File: config.mk
export PLATFORM = sky130hd
export DESIGN_NAME = dct_sum_deskew
export DESIGN_NICKNAME = d
export VERILOG_FILES = /design/src/rtl/dct_sum_deskew_pkg.sv /design/src/rtl/dct_sum_deskew_bit_deskew.sv /design/src/rtl/dct_sum_deskew.sv
export SDC_FILE = /design/constraint.sdc
export NUM_CORES = 1
export LEC_CHECK = 0
export BUFFER_PORTS_ARGS = -buffer_cell sky130_fd_sc_hd__buf_4
export CORE_ASPECT_RATIO = 1.5
export CORE_MARGIN = 2
export CORE_UTILIZATION = 45
export CTS_CLUSTER_SIZE = 20
export DETAILED_ROUTE_END_ITERATION = 7
export PLACE_DENSITY = 0.71
export SLEW_MARGIN = 10
export SYNTH_ARGS = -nofsm -noshare
export SYNTH_HDL_FRONTEND = slang
export SYNTH_SLANG_ARGS = --single-unit
File: constraint.sdc
create_clock -name clk -period 2 [get_ports clk]
set_input_delay 0.2 -clock clk [delete_from_list [all_inputs] [get_ports clk]]
set_output_delay 0.2 -clock clk [all_outputs]
set_load 0.02 [all_outputs]
File: src/rtl/dct_sum_deskew_pkg.sv
// Shared DCT parameters and frame slicing helper
// for the sum deskew / frame-gather stage.
package dct_sum_deskew_pkg;

  localparam int W   = 8;
  localparam int N   = 8;
  localparam int LAT = 1;
  localparam int WW  = W + 1;
  localparam int FW  = N * WW;
  localparam int VD  = LAT + W;
  localparam int CW  = $clog2(N);

  typedef enum logic {
    EMPTY = 1'b0,
    FULL  = 1'b1
  } fstate_t;

  // coefficient i lives at bits [i*WW +: WW]
  function automatic logic [FW-1:0] put_coef(
    input logic [FW-1:0] f,
    input logic [CW-1:0] i,
    input logic [WW-1:0] c
  );
    logic [FW-1:0] r;
    r = f;
    r[i*WW +: WW] = c;
    return r;
  endfunction

endpackage

File: src/rtl/dct_sum_deskew_bit_deskew.sv
// Triangular delay line: bit k is delayed W-1-k cycles
// so a staircase word leaves fully aligned.
module bit_deskew #(
  parameter int W = 8
) (
  input  logic         clk,
  input  logic         rst_n,
  input  logic [W:0]   s,
  output logic [W:0]   a
);

  assign a[W]   = s[W];
  assign a[W-1] = s[W-1];

  for (genvar k = 0; k < W - 1; k++) begin : g_tap
    localparam int D = W - 1 - k;
    logic [D-1:0] sr;

    always_ff @(posedge clk) begin
      if (!rst_n) begin
        sr <= '0;
      end else begin
        sr[0] <= s[k];
        for (int j = 1; j < D; j++) begin
          sr[j] <= sr[j-1];
        end
      end
    end

    assign a[k] = sr[D-1];
  end

endmodule

File: src/rtl/dct_sum_deskew.sv
// Rebuilds parallel sum words from the skewed adder
// and gathers N of them into a handshaked frame.
module dct_sum_deskew
  import dct_sum_deskew_pkg::*;
(
  input  logic          clk,
  input  logic          rst_n,
  input  logic          in_valid,
  input  logic [W:0]    S,
  output logic          word_valid,
  output logic [W:0]    word_out,
  output logic          frame_valid,
  input  logic          frame_ready,
  output logic [FW-1:0] frame_data,
  output logic          overflow
);

  logic [VD-1:0] vp;
  logic [W:0]    aligned;
  logic [CW-1:0] wcnt;
  logic [FW-1:0] staging;
  logic [FW-1:0] stage_n;
  logic          done;
  logic          load;
  logic          ovf_set;
  fstate_t       state_q;
  fstate_t       state_d;

  bit_deskew #(.W(W)) u_deskew (
    .clk   (clk),
    .rst_n (rst_n),
    .s     (S),
    .a     (aligned)
  );

  always_ff @(posedge clk) begin
    if (!rst_n) begin
      vp <= '0;
    end else begin
      vp <= {vp[VD-2:0], in_valid};
    end
  end

  // capture the aligned word the cycle before its valid tail
  always_ff @(posedge clk) begin
    if (!rst_n) begin
      word_out <= '0;
    end else if (vp[VD-2]) begin
      word_out <= aligned;
    end
  end

  assign word_valid = vp[VD-1];
  assign done       = word_valid && (wcnt == CW'(N - 1));
  assign stage_n    = put_coef(staging, wcnt, word_out);

  always_ff @(posedge clk) begin
    if (!rst_n) begin
      wcnt    <= '0;
      staging <= '0;
    end else if (word_valid) begin
      staging <= stage_n;
      wcnt    <= done ? '0 : wcnt + 1'b1;
    end
  end

  always_ff @(posedge clk) begin
    if (!rst_n) begin
      state_q <= EMPTY;
    end else begin
      state_q <= state_d;
    end
  end

  always_comb begin
    state_d = state_q;
    load    = 1'b0;
    ovf_set = 1'b0;
    unique case (state_q)
      EMPTY: begin
        if (done) begin
          load    = 1'b1;
          state_d = FULL;
        end
      end
      FULL: begin
        if (frame_ready) begin
          if (done) begin
            load = 1'b1;
          end else begin
            state_d = EMPTY;
          end
        end else if (done) begin
          ovf_set = 1'b1;
        end
      end
      default: state_d = EMPTY;
    endcase
  end

  always_ff @(posedge clk) begin
    if (!rst_n) begin
      frame_data <= '0;
      overflow   <= 1'b0;
    end else begin
      if (load) begin
        frame_data <= stage_n;
      end
      if (ovf_set) begin
        overflow <= 1'b1;
      end
    end
  end

  assign frame_valid = (state_q == FULL);

endmodule

==> qor.tcl, run 1 <==
set qor(grt_pass1_vias) 5228
set qor(worst_setup_hold_path_clk_slew_ps) 70
set qor(setup-violations-final) 0
set qor(firstDrtPassIters) 4
set qor(routedWlPerCell_um) 15.6
set qor(hold_depth) 3
set qor(rsz0062_at_grt) {false}
set qor(route.detailed.vias_per_inst) 5.10
set qor(crit_path_start_kind) {flip-flop}
set qor(grt_start_max_net_pins) 81
set qor(finalNetCount) 876
set qor(syn_area_um2) 7610
set qor(synth-main-ff-cell) {dfxtp_1}
set qor(global_route_wire_length_before_repair_um) 26600
set qor(post-place-ws_ps) -18.5
set qor(synthesis.area_per_instance_um2) 9.97
set qor(grt_overflow) 0
set qor(synthDominantAreaCellType) {dfxtp_1}
set qor(totalWireLength_um) 16900
set qor(final_min_period_over_clock_period) 0.917
set qor(report.final.slew_viol_count) 0
set qor(dpl.cell_count) 1040
set qor(top_count_cell_post_synth) {dfxtp_1}
set qor(floorplan.die_area_um2) 18000
set qor(max_slew.worst_pin.slew_ps) 632
set qor(design.core.area_um2) 16700
set qor(synth-seq-area-share) 0.513
set qor(hold_path.class) {in2reg}
set qor(timing.final.ws_setup_ps) 165
set qor(input_output_buffers) 96
set qor(n_antenna_cell) 0
set qor(timing.critical_path.to_type) {flip-flop}
set qor(power.leakage_nw) 4.31
set qor(final.min_clock_period_ps) 1830
set qor(clk_root_buffer_cell) {clkbuf_16}
set qor(clkSinkCount) 195
set qor(slew-limit-headroom) 0.578
set qor(crit-reg2reg-capture) {frame_data[68]}
set qor(ys_top_cells_by_area) {dfxtp_1, mux2i_1, nor2b_1}
set qor(worst_r2r_startpoint) {wcnt[1]}
set qor(yosys_register_bits) 195
set qor(dpl.hpwl_um) 11000
set qor(timing_worst_setup_path_type) {reg2reg}
set qor(timing_hold_violations_final) 0
set qor(num_rows) 58
set qor(initial_utilization) 0.456
set qor(power_w) 0.00730
set qor(synth-edff-count) 0
set qor(chipWidth_um) 110
set qor(layout.cells.non_filler) 1079
set qor(grt_antenna_before_repair) 0
set qor(hold_start) {S[7]}
set qor(ys_warn_count) 0
set qor(synth_top_cells_by_count) {dfxtp_1, mux2i_1, o21ai_0}
set qor(clk-insertion-delay-late_ps) 430
set qor(cp_required_ps) 2310
set qor(cts_inserted_buffers) 17
set qor(clockBufferDepth) 2
set qor(maxCapViolations) 0
set qor(p_per_area_nw_per_um2) 777
set qor(floorplan.io_pins) 97
set qor(detailedRoute.firstIterationViolations) 205
set qor(critical_path_arrival_ps) 2150
set qor(netlist.area_leader.share) 0.513
set qor(finClkSkew_ps) 8.87
set qor(outcome) {finished, final reports clean}
set qor(setup.reg_to_reg.worst_slack_ps) 170
set qor(floorplan.die.height_um) 163
set qor(gp_routability_congestion) 0.788
set qor(netlist-cell-type-count) 25
set qor(r2r.worst_path.cells) 7
set qor(antenna_violating_nets_post_route) 0
set qor(tritoncts_clock_tree) {built}
set qor(post_syn_nets) 782
set qor(h-tree-depth) 4
set qor(ir_worst_vdd_v) 0.000546
set qor(remaining_drc_errors) 0
set qor(post_route_cells_drive_above_1_share) 0.190
set qor(synth_async_sr_flop_share) 0
set qor(timing.fmax_mhz) 545
set qor(global_route.usage.total) 0.194
set qor(cp_max_fo) 9
set qor(num_vias) 5507
set qor(hold_path_sink) {word_out[7]}
set qor(areaGrowthSynthToFinish_pct) 23.5
set qor(fillers) 1521
set qor(postSynthCellCount) 763
## sequential cells by signal, summed over array words and instances, names as in the netlist
register	flops
frame_data	72
frame_valid	1
overflow	1
staging	72
u_deskew.g_tap.sr	28
vp	9
wcnt	3
word_out	9
## report_power, final
part / switching, W / internal, W / total (W)
Combinational: 0.0000579 / 0.0000718 / 0.000130
Sequential: 0.00000414 / 0.00390 / 0.00391
Clock: 0.00146 / 0.00181 / 0.00327
Total: 0.00152 / 0.00579 / 0.00730
## layout make-up
cell class / count / area (µm²) / share of cell area
sequential: 195 / 3910 / 0.416
inverter: 3 / 11.3 / 0.00120
clock inverter: 11 / 100 / 0.0107
clock buffer: 20 / 467 / 0.0497
timing repair buffer: 132 / 1150 / 0.122
tap: 210 / 263 / 0.0280
multi-input combinational: 508 / 3500 / 0.373
## what timing repair did
item,CTS,global route
setup endpoints to repair,2,66
hold buffers,8,0
hold endpoints to repair,8,0
pin swaps,0,0
gates resized for setup,1,7
buffers inserted,0,0
## per-layer routing
metal	up-vias	share of wire	track usage
met3	22	0.035	0.0531
li1	2809	-	-
met4	0	0.023	0.0665
met5	-	0	0
met1	2589	0.44	0.234
met2	87	0.51	0.327
## placed cells by master (no fill, tap or decap), types with 3 or more instances in the layout
| cell | Yosys | layout |
|---|---|---|
| inv_1 | 3 | 3 |
| buf_4 | 1 | 113 |
| clkinv_2 | 0 | 4 |
| dlygate4sd3_1 | 0 | 8 |
| nand3_1 | 7 | 6 |
| mux2i_1 | 136 | 136 |
| nor2_1 | 3 | 3 |
| nand2_1 | 44 | 44 |
| a21boi_0 | 19 | 19 |
| clkbuf_16 | 0 | 17 |
| a21oi_1 | 72 | 72 |
| dfxtp_1 | 195 | 194 |
| o21ai_0 | 73 | 73 |
| and2_1 | 51 | 51 |
| buf_12 | 0 | 11 |
| inv_6 | 0 | 3 |
| nor2b_1 | 67 | 65 |
| and3_1 | 20 | 18 |
| clkbuf_8 | 0 | 3 |
| ha_1 | 6 | 5 |
## kinds of logic after synthesis
| logic type | count (synthesis) | synth area share |
|---|---|---|
| and+or+nand+nor | 196 | 0.145 |
| buffers and inverters | 60 | 0.0322 |
| muxes | 136 | 0.179 |
| DFF | 195 | 0.513 |
| adders and majority gates | 6 | 0.00987 |
| xor gates and xnor gates | 2 | 0.00329 |
| AOI/OAI and AO/OA | 168 | 0.118 |
## how the worst max path moves through the flow
stage	from	slack, ps	depth (start not counted)	end
6_report	wcnt[1]	170	7	frame_data[68]
5_1_grt	wcnt[1]	30	7	frame_data[56]
4_1_cts	wcnt[1]	30	6	staging[25]
3_5_place_dp	wcnt[1]	-20	6	frame_data[25]
3_3_place_gp	wcnt[1]	110	6	frame_data[58]
2_1_floorplan	wcnt[0]	30	8	frame_data[18]
## per-stage QoR
stage	util	TNS, ps	cell area [µm²]	hold slack (ps)
after floorplan	-	0	7620	327
after global placement	0.522	0	8720	407
after detailed placement	0.522	-18.5	8720	411
after CTS	0.561	0	9370	7.86
after global routing	0.563	0	9400	18.4
final	0.563	0	9400	26.8
## critical path, cell delays in order, from the launching register on
cell and delay (ps):
dfxtp_2 350, inv_1 110, ha_2 300, xor2_2 290, nand2_1 160, buf_12 180
mux2i_1 220, a21oi_1 100
Power figures use the tool's default switching activity.
==> run 2: changes to the inputs <==
- PLACE_DENSITY: 0.71 -> unset
- PLACE_DENSITY_LB_ADDON: unset -> 0.08
- SETUP_SLACK_MARGIN: unset -> 0.15
- clock period: 2 -> 1.6 ns (I/O delays scaled with it)
==> run 2 against run 1 <==
- the run now ends with setup timing left
- sequential share of layout area down 5.0 points
- clock skew up 4.4 ps
- routed wire length up 24%
- die area unchanged
- flip-flop and latch count unchanged
- register-to-register slack worse by 210 ps
- global-route usage up 2.9 points
- maximum frequency up 12%
- combinational power up 39%
- utilization up 8.0 points
- sequential power up 25%
- final cell count up 5.3%
- critical path type unchanged
- largest cell class is now multi-input gates
- largest power group unchanged
==> qor.tcl, run 2 (synthesis results as in run 1) <==
set qor(crit-reg2reg-capture) {staging[16]}
set qor(worst_r2r_startpoint) {wcnt[0]}
set qor(hold_ws_ps) 78.7 ;# +51.9 ps
set qor(grt_antenna_before_repair) 0 ;# unchanged
set qor(report.final.slew_viol_count) 0 ;# unchanged
set qor(critical_path_arrival_ps) 1960 ;# -190 ps
set qor(route.detailed.vias_per_inst) 5.29 ;# +3.7%
set qor(outcome) {complete, but fails checks}
set qor(timing_worst_setup_path_type) {reg2reg}
set qor(floorplan.die.height_um) 163 ;# unchanged
set qor(clkSinkCount) 195 ;# unchanged
set qor(n_antenna_cell) 0 ;# unchanged
set qor(grt_overflow) 0 ;# unchanged
set qor(crit_path_start_kind) {flip-flop}
set qor(cp_max_fo) 5 ;# -4
set qor(slew-limit-headroom) 0.691 ;# +0.113
set qor(hold_start) {frame_ready}
set qor(ir_worst_vdd_v) 0.000673 ;# +23%
set qor(reg.largest.list) {frame_data (72), staging (72), u_deskew.g_tap.sr (28)}
set qor(chipWidth_um) 110 ;# unchanged
set qor(multi_input_comb_area_um2) 3990 ;# +14%
set qor(num_rows) 58 ;# unchanged
set qor(rsz0062_at_grt) {true}
set qor(post_route_cells_drive_above_1_share) 0.327 ;# +0.137
set qor(tritoncts_clock_tree) {built}
set qor(design.core.area_um2) 16700 ;# unchanged
set qor(grt_start_max_net_pins) 45 ;# -44%
set qor(final.min_clock_period_ps) 1650 ;# -190 ps
set qor(detailedRoute.firstIterationViolations) 290 ;# +41%
set qor(floorplan.io_pins) 97 ;# unchanged
set qor(final_common_cell) {dfxtp_1}
set qor(power.leakage_nw) 4.79 ;# +11%
set qor(p_per_area_nw_per_um2) 866 ;# +11%
set qor(hold_depth) 3 ;# unchanged
set qor(floorplan.die_area_um2) 18000 ;# unchanged
set qor(hold_path.class) {in2reg}
set qor(cts_inserted_buffers) 17 ;# unchanged
set qor(fin_setup_tns_ps) -96.3 ;# -96.3 ps
set qor(areaGrowthSynthToFinish_pct) 41.1
set qor(layout.cells.non_filler) 1136 ;# +5.3%
set qor(timing_hold_violations_final) 0 ;# unchanged
set qor(r2r.worst_path.cells) 8 ;# +1
set qor(totalWireLength_um) 20900 ;# +24%
set qor(sequential_cell_area_um2) 3920 ;# +0.38%
set qor(setup.reg_to_reg.worst_slack_ps) -50 ;# -210 ps
set qor(violations_in_the_final_reports) {setup timing}
set qor(fillers) 1374 ;# -9.7%
set qor(grt_pass1_vias) 5738 ;# +9.8%
set qor(firstDrtPassIters) 5 ;# +1
set qor(global_route.usage.total) 0.222 ;# +0.0286
set qor(dpl.hpwl_um) 12000 ;# +8.6%
set qor(remaining_drc_errors) 0 ;# unchanged
set qor(antenna_violating_nets_post_route) 0 ;# unchanged
set qor(final_min_period_over_clock_period) 1.03 ;# +0.111
set qor(timing.critical_path.to_type) {flip-flop}
set qor(global_route_wire_length_before_repair_um) 30400 ;# +14%
set qor(commonest_non_fill_non_tap_cells_in_the_layout) {dfxtp_1, buf_4, mux2i_1}
set qor(timing.final.ws_setup_ps) -45.1 ;# -210 ps
set qor(finClkSkew_ps) 13.3 ;# +4.44 ps
set qor(finalNetCount) 934 ;# +6.6%
set qor(clk_root_buffer_cell) {clkbuf_16}
set qor(input_output_buffers) 96 ;# unchanged
set qor(routedWlPerCell_um) 18.4 ;# +18%
set qor(num_vias) 6011 ;# +9.2%
set qor(clockBufferDepth) 2 ;# unchanged
set qor(cp_required_ps) 1920 ;# -390 ps
set qor(max_slew.worst_pin.slew_ps) 464 ;# -169 ps
set qor(timing.fmax_mhz) 608 ;# +12%
set qor(dpl.cell_count) 1064 ;# +2.3%
set qor(h-tree-depth) 4 ;# unchanged
set qor(post-place-ws_ps) -258 ;# -240 ps
set qor(setup-violations-final) 8 ;# +8
set qor(initial_utilization) 0.456 ;# unchanged
set qor(worst_setup_hold_path_clk_slew_ps) 70 ;# about the same
set qor(hold_path_sink) {frame_valid}
set qor(maxCapViolations) 0 ;# unchanged
set qor(clk-insertion-delay-late_ps) 430 ;# about the same
set qor(gp_routability_congestion) 0.778 ;# -1.2%
==> run 2: cell types whose count changed in the layout (fill, tap and decap cells not counted), sizes merged <==
cell         delta
buf            +43
clkbuf          +9
and2            +2
clkinv          -2
dlygate4sd3     +2
bufinv          +1
nand2           +1
nor2b           +1
==> run 2: metal layers <==
layer	up-vias	GRT usage	share of wire
met5	-	0	0
met4	0	0.0801	0.016
met3	23	0.0383	0.033
met2	128	0.388	0.53
met1	2923	0.270	0.42
li1	2937	-	-
==> run 2: critical path: stages (launching register included) <==
cell	delay [ps]
dfxtp_4	390
inv_4	40
ha_4	190
xnor2_4	210
buf_4	170
nand3_4	100
clkbuf_16	180
mux2i_1	170
nor2b_1	80
==> run 2: final cells by class <==
class	instances	share of cell area
tap	210	0.0245
clock buffer	20	0.0425
sequential	195	0.365
inverter	3	0.00152
timing repair buffer	186	0.183
clock inverter	10	0.0115
multi-input combinational	512	0.372
==> run 2: how the worst max path moves through the flow <==
stage / endpoint / from / slack [ps]
floorplan: frame_data[18] / wcnt[0] / -40
global placement: frame_data[18] / wcnt[1] / -240
detailed placement: staging[61] / wcnt[1] / -260
CTS: frame_data[56] / wcnt[0] / -20
global route: frame_data[44] / wcnt[1] / -90
finish: staging[16] / wcnt[0] / -50
==> run 2: per-stage QoR <==
step                       util  total power [W]  cell area [µm²]
after floorplan               -          0.00508             7770
after global routing      0.643          0.00959            10700
final                     0.643          0.00930            10700
after detailed placement  0.538          0.00515             8980
after global placement    0.538          0.00514             8980
after CTS                 0.609          0.00937            10200
==> run 2: what timing repair did <==
item                                    in CTS  in global routing
cloned                                       8                 12
hold endpoints to repair                    10                  0
hold buffers                                10                  0
endpoints found under the setup margin     151                145
pin swaps                                   13                 24
resized for setup                          102                 83
buffers inserted                             9                  3
==> run 2: power breakdown <==
part / internal (W) / switching (W)
registers: 0.00487 / 0.00000548
logic: 0.000102 / 0.0000795
clock network: 0.00239 / 0.00185
